[src/rtl/glc_pkg.sv]
// Shared definitions for the grant lock controller: channel count, index
// width, watchdog default and the FSM state encoding.
package glc_pkg;

   localparam int unsigned N          = 16;
   localparam int unsigned IDXW       = 4;
   localparam int unsigned CNTW       = 8;
   localparam int unsigned TO_CYC_DEF = 255;

   typedef enum logic [1:0] {
      ST_IDLE = 2'd0,
      ST_LOCK = 2'd1,
      ST_BUSY = 2'd2,
      ST_REL  = 2'd3
   } glc_state_t;

endpackage

[src/rtl/onehot_enc16.sv]
// One-hot classifier and binary encoder for a 16-bit vector.
// Ports:
//   vec      in   16  vector to classify
//   is_one   out  1   exactly one bit set
//   is_multi out  1   two or more bits set
//   idx      out  4   position of the highest set bit (meaningful when is_one)
module onehot_enc16
   import glc_pkg::*;
(
   input  logic [N-1:0]    vec,
   output logic            is_one,
   output logic            is_multi,
   output logic [IDXW-1:0] idx
);

   logic [N-1:0] vec_m1;

   // Clearing the lowest set bit leaves something only if more than one bit was set.
   assign vec_m1   = N'(vec - N'(1));
   assign is_multi = (vec & vec_m1) != '0;
   assign is_one   = (vec != '0) && !is_multi;

   // Priority encoder; for a one-hot input this is the plain binary index.
   always_comb begin
      idx = '0;
      for (int i = 0; i < int'(N); i++) begin
         if (vec[i]) idx = IDXW'(i);
      end
   end

endmodule

[config.mk]
export PLATFORM = sky130hd
export DESIGN_NAME = onehot_enc16
export DESIGN_NICKNAME = d
export VERILOG_FILES = /design/src/rtl/glc_pkg.sv /design/src/rtl/onehot_enc16.sv
export SDC_FILE = /design/constraint.sdc
export NUM_CORES = 1
export LEC_CHECK = 0
export CELL_PAD_IN_SITES_DETAIL_PLACEMENT = 0
export CELL_PAD_IN_SITES_GLOBAL_PLACEMENT = 1
export CORE_MARGIN = 5
export CORE_UTILIZATION = 20
export DETAILED_ROUTE_END_ITERATION = 10
export PLACE_DENSITY_LB_ADDON = 0.1
export SYNTH_ARGS = -nofsm -noshare
export SYNTH_HDL_FRONTEND = slang
export SYNTH_SLANG_ARGS = --single-unit
[constraint.sdc]
create_clock -name vclk -period 2.4
set_input_delay 0.48 -clock vclk [all_inputs]
set_output_delay 0.48 -clock vclk [all_outputs]
set_load 0.01 [all_outputs]
==> results of run 1 <==
## worst max-delay path, delay by kind of cell
family | cells | cell delay (ns)
AOI/OAI and AO/OA | 2 | 0.34
buffers and inverters | 2 | 0.25
and+or+nand+nor | 3 | 1.24
## cell families after synthesis
kind of cell / Yosys count / synth area share (%)
AO/OA/AOI/OAI: 19 / 47.0
adder cells (fa/ha/maj): 1 / 3.39
buffers and inverters: 4 / 5.08
AND/OR/NAND/NOR: 24 / 44.5
## routing by layer
metal | up-vias | track usage [%] | part of all wire, %
met5 | - | 0 | 0
met4 | 0 | 0 | 0
met3 | 0 | 1.83 | 7.2
met2 | 15 | 19.1 | 48
met1 | 239 | 13.4 | 44
li1 | 291 | - | -
## stage by stage
stage | setup TNS [ns] | power (mW)
after floorplan | -0.250 | 0.0222
after global placement | -3.35 | 0.0955
after detailed placement | -3.41 | 0.0956
after CTS | -0.697 | 0.0973
after global routing | -0.820 | 0.107
final | -0.672 | 0.0974
## power groups by stage
stage / clock network (mW) / logic [mW] / registers (mW)
2_1_floorplan: 0 / 0.0222 / 0
3_3_place_gp: 0 / 0.0955 / 0
3_5_place_dp: 0 / 0.0956 / 0
4_1_cts: 0 / 0.0973 / 0
5_1_grt: 0 / 0.107 / 0
6_report: 0 / 0.0974 / 0
## path summary, 6_finish.rpt
kind / end / slack [ns] / depth (start not counted)
worst max-delay path: is_multi / -0.40 / 7
worst min-delay path: idx[0] / 1.52 / 5
## cells in the final DEF, fill, tap and decap left out, drive strengths merged, types with 2 or more instances in the layout
master and n:
nor3 2, nor2 5, inv 4, nand2 6, o31ai 2, o211ai 2, clkdlybuf4s50 6, o22ai 2
clkdlybuf4s15 4, buf 31, nor4 2, or3 4, a211oi 3, dlygate4sd2 5, o21ai 2, a2111oi 2
## layout make-up
cell class	instances	share of cell area [%]
repair buffers	47	51.1
multi-input cells	44	44.4
well taps	15	2.49
inverters	4	1.99
## timing repair
action	in CTS	in global routing
buffers inserted	1	0
pin swaps	10	3
endpoints found under the hold margin	0	0
gates resized for setup	49	2
setup endpoints to repair	6	5
==> results.txt, run 1 <==
----------------------------------------------------
[Route]
  Wire per inst ... 11.4 um
  Detailed-route via count ... 545
  Count of antenna-violating nets left after detailed routing ... 0
  Vias per Instance ... 4.95
  Total wire length ... 1260 um
  Post-route DRC violation count ... 0
  Number of design-rule violations left by the first detailed-router iteration ... 13
  Number of detailed-routing iterations run before antenna repair ... 4

[Run]
  MaxCap Viol Count ... 0

[GRT]
  First-pass GRT wire length ... 2220 um
  Number of global-route vias before repair ... 539
  Pin count of the biggest net entering global routing ... 7
  Initial antenna violation count ... 0
  Sum of overflow across all layers after global routing ... 0
  Aggregate global-route resource usage ... 10.5%

[Clock tree]
  Post-CTS Hold Fix Bufs ... 0

[Synth]
  Leading post-synthesis cells by instance count ... nand2_1, nor2_1, inv_1
  Mean cell area of the mapped netlist ... 6.15 um2
  Instance count of the mapped netlist ... 48
  Main area contributors after synthesis ... a211oi_1, nand2_1, nor2_1
  Synthesized Nets ... 64
  Count of yosys warnings during synthesis ... 0
  Largest area contributor in the synthesized netlist ... a211oi_1
  Most frequent cell after synthesis ... nand2_1
  Fraction of synthesized cell area taken by the top area cell type ... 7.63%
  Number of distinct library cell variants in the gate-level netlist after synthesis ... 25
  Netlist Area Pre-Place ... 295 um2
  Part of the Yosys area used for sequential elements ... 0%

[Setup path]
  Category of the worst setup path launch point ... input pin
  Slowest Stage Delay on Critical Path ... 0.51 ns
  Slowest stage cell on the critical path ... or4_4
  Worst endpoint data arrival time ... 2.32 ns
  Cell with the most instances on the worst path ... buf_2
  Start-to-end type of the worst setup path ... in2out
  Type of element capturing the critical path ... output port
  Launch point of the worst path ... vec[3]
  Max FO, Critical Path ... 5
  Cells along the critical path ... buf_2 -> or4_4 -> or3_4 -> o31ai_2 -> o211ai_1 -> or3_1 -> buf_2
  Worst endpoint required time ... 1.92 ns

[Layout]
  Number of standard cells in the final layout excluding fillers ... 110
  Fraction of the core area covered by cells at the end of the flow ... 55.9%
  Final instance area ... 754 um2
  Number of diodes ... 0
  Post-layout nets ... 113
  Clkbuf count ... 0
  Layout cells sized above 1 ... 47.4%
  Seq_cells ... 0
  Storage element area ... 0 um2
  Area of combinational cells with multiple inputs ... 335 um2
  Layout overhead on the synthesized area ... 156%
  # fillers ... 131

[Timing]
  Worst slew margin relative to its limit ... 71.3%
  Min Clock Period, post-route ... 2.80 ns
  Final setup violating endpoints ... 2
  Actual transition at the worst max-transition pin ... 0.420 ns
  Final hold violations ... 0
  Post-route worst hold slack ... 1.52 ns
  Final-report max-slew violation count ... 0
  Final worst-path cycle share ... 117%
  RSZ-0062 raised after global routing ... yes
  Setup slack of the critical path after layout ... -0.397 ns
  Max Clk Rate ... 0.358 GHz

[Floorplan]
  Standard cell core area ... 1350 um2
  Number of rows in the core area ... 13
  # IOs ... 22
  Height of the die ... 48.4 um
  DIE AREA ... 2340 um2
  Effective utilization at floorplan ... 21.9%
  Die X-Extent ... 48.4 um

[Power]
  Power spent charging and discharging nets ... 0.0402 mW
  Gate power share ... 100.0%
  Internal power contribution ... 0.0572 mW
  Leakage power summed over all cells ... 0.316 nW
  Switching share of power ... 41.2%
  Share of power burned in registers ... 0%
  Power density over the cells ... 129 nW/um2
  Relative contribution of the clock network to total power ... 0%
  Peak VDD IR ... 0.0586 mV

[Worst hold path]
  Worst hold start ... vec[7]
  Hold Path Class ... in2out

[Place]
  Dpl cell area ... 714 um2
  Number of buffer cells added on primary ports ... 22
  RePlAce Congestion ... 0.776
  Post-detail-place hpwl ... 1080 um
  Instance count after placement with tap cells included ... 109
  Post-Place Worst Slack ... -1.10 ns

[Run status]
  Violated checks ... setup timing
  Status ... finished with violations

----------------------------------------------------
Note: power is estimated with default switching activity, not from simulation.
==> inputs of run 2 (changes only) <==
--- a/config.mk
+++ b/config.mk
@@ -10,7 +10,7 @@
 export CORE_MARGIN = 5
 export CORE_UTILIZATION = 20
 export DETAILED_ROUTE_END_ITERATION = 10
-export PLACE_DENSITY_LB_ADDON = 0.1
+export PLACE_DENSITY = 0.85
 export SYNTH_ARGS = -nofsm -noshare
 export SYNTH_HDL_FRONTEND = slang
 export SYNTH_SLANG_ARGS = --single-unit
==> constraint.sdc (replaced) <==
create_clock -name vclk -period 2.4
set_input_delay 0.48 -clock vclk [all_inputs]
set_output_delay 0.48 -clock vclk [all_outputs]
set_load 0.02 [all_outputs]
==> run 2 against run 1 <==
- the run still ends with setup timing left
- cell area shrank 0.50%
- routed wire length increased by 13%
- power up 2.7%
- worst setup slack lost 0.037 ns
- largest cell class unchanged
- largest power group unchanged
==> results.txt, run 2 (synthesis gave the netlist of run 1 again) <==
----------------------------------------------------
[Floorplan]
  # IOs ... 22
  Height of the die ... 48.4 um
  DIE AREA ... 2340 um2
  Standard cell core area ... 1350 um2
  Number of rows in the core area ... 13
  Effective utilization at floorplan ... 21.9%
  Die X-Extent ... 48.4 um

[Timing]
  RSZ-0062 raised after global routing ... yes
  Final setup violating endpoints ... 2
  Setup slack of the critical path after layout ... -0.433 ns
  Final hold violations ... 0
  Max Clk Rate ... 0.353 GHz
  Actual transition at the worst max-transition pin ... 0.374 ns
  Final worst-path cycle share ... 118%
  Final-report max-slew violation count ... 0
  Post-route worst hold slack ... 1.46 ns
  Min Clock Period, post-route ... 2.83 ns
  Total negative slack ... -0.798 ns
  Worst slew margin relative to its limit ... 74.4%

[Layout]
  Most frequent standard cell in the layout excluding fill and tap cells ... buf_4
  Layout overhead on the synthesized area ... 154%
  Clkbuf count ... 0
  Fraction of the core area covered by cells at the end of the flow ... 55.6%
  Seq_cells ... 0
  Number of standard cells in the final layout excluding fillers ... 110
  Final instance area ... 751 um2
  Number of diodes ... 0
  Commonest non-fill, non-tap cells in the layout ... buf_4, clkdlybuf4s50_1, nand2_1
  Post-layout nets ... 113
  Storage element area ... 0 um2
  Layout cells sized above 1 ... 49.5%

[Run]
  MaxCap Viol Count ... 0

[GRT]
  Aggregate global-route resource usage ... 11.7%
  First-pass GRT wire length ... 2430 um
  Number of global-route vias before repair ... 576
  Sum of overflow across all layers after global routing ... 0
  Initial antenna violation count ... 0
  Pin count of the biggest net entering global routing ... 7

[Setup path]
  Worst endpoint data arrival time ... 2.35 ns
  Start-to-end type of the worst setup path ... in2out
  Critical path buffer and inverter count ... 2
  Cells along the critical path ... buf_6 -> or4_4 -> or3_4 -> o31ai_2 -> o211ai_1 -> or3_4 -> buf_6
  Slowest Stage Delay on Critical Path ... 0.52 ns
  Category of the worst setup path launch point ... input pin
  Type of element capturing the critical path ... output port
  Crit-path leading delay family ... simple AND/OR/NAND/NOR gates
  Worst endpoint required time ... 1.92 ns
  Slowest stage cell on the critical path ... or4_4
  Max FO, Critical Path ... 5

[Route]
  Post-route DRC violation count ... 0
  Detailed-route via count ... 566
  Number of design-rule violations left by the first detailed-router iteration ... 5
  Count of antenna-violating nets left after detailed routing ... 0
  Wire per inst ... 12.9 um
  Vias per Instance ... 5.15
  Number of detailed-routing iterations run before antenna repair ... 3
  Total wire length ... 1420 um

[Run status]
  Status ... finished with violations
  Violated checks ... setup timing

[Worst hold path]
  Hold Path Class ... in2out

[Place]
  Number of buffer cells added on primary ports ... 22
  Instance count after placement with tap cells included ... 109
  RePlAce Congestion ... 0.847
  Post-detail-place hpwl ... 1150 um
  Dpl cell area ... 724 um2

[Power]
  Power density over the cells ... 133 nW/um2
  Leakage power summed over all cells ... 0.327 nW
  Peak VDD IR ... 0.0727 mV

----------------------------------------------------
run 2: changes by cell type in the layout (fill, tap and decap cells not counted), sizes merged:
cell	previous run	this run
dlymetal6s2s	1	2
dlygate4sd2	5	1
clkbuf	0	1
buf	31	32
clkdlybuf4s50	6	7
run 2: repair_timing:
| item | CTS | global route |
|---|---|---|
| pin swaps | 8 | 6 |
| setup buffers | 1 | 0 |
| setup endpoints to repair | 6 | 6 |
| hold buffers | 0 | 0 |
| gates resized for setup | 49 | 5 |
run 2: path summary, 6_finish.rpt:
| kind | start | end | slack (ns) | depth (start not counted) |
|---|---|---|---|---|
| worst min-delay path | vec[4] | idx[2] | 1.46 | 4 |
| worst max-delay path | vec[0] | is_multi | -0.43 | 7 |
run 2: through the flow:
step / setup WS, ns / power (mW)
finish: -0.433 / 0.100
detailed placement: -1.20 / 0.0985
global route: -0.479 / 0.108
CTS: -0.484 / 0.0991
global placement: -1.16 / 0.0968
floorplan: -0.188 / 0.0247
run 2: per-layer routing:
layer	up-vias	share of wire [%]	GRT usage, %
met5	-	0	0
met2	19	50	21.3
met4	0	2.0	2.76
met3	4	6.3	2.14
li1	292	-	-
met1	251	42	13.8
run 2: final cells by class:
cell class	count	area, um2
fillers	143	599
repair buffers	47	388
multi-input cells	44	329
well taps	15	18.8
inverters	4	15.0
run 2: power by group:
part	switching (mW)	leakage, nW	internal [mW]
Clock	0	0	0
Combinational	0.0432	0.327	0.0568
Sequential	0	0	0
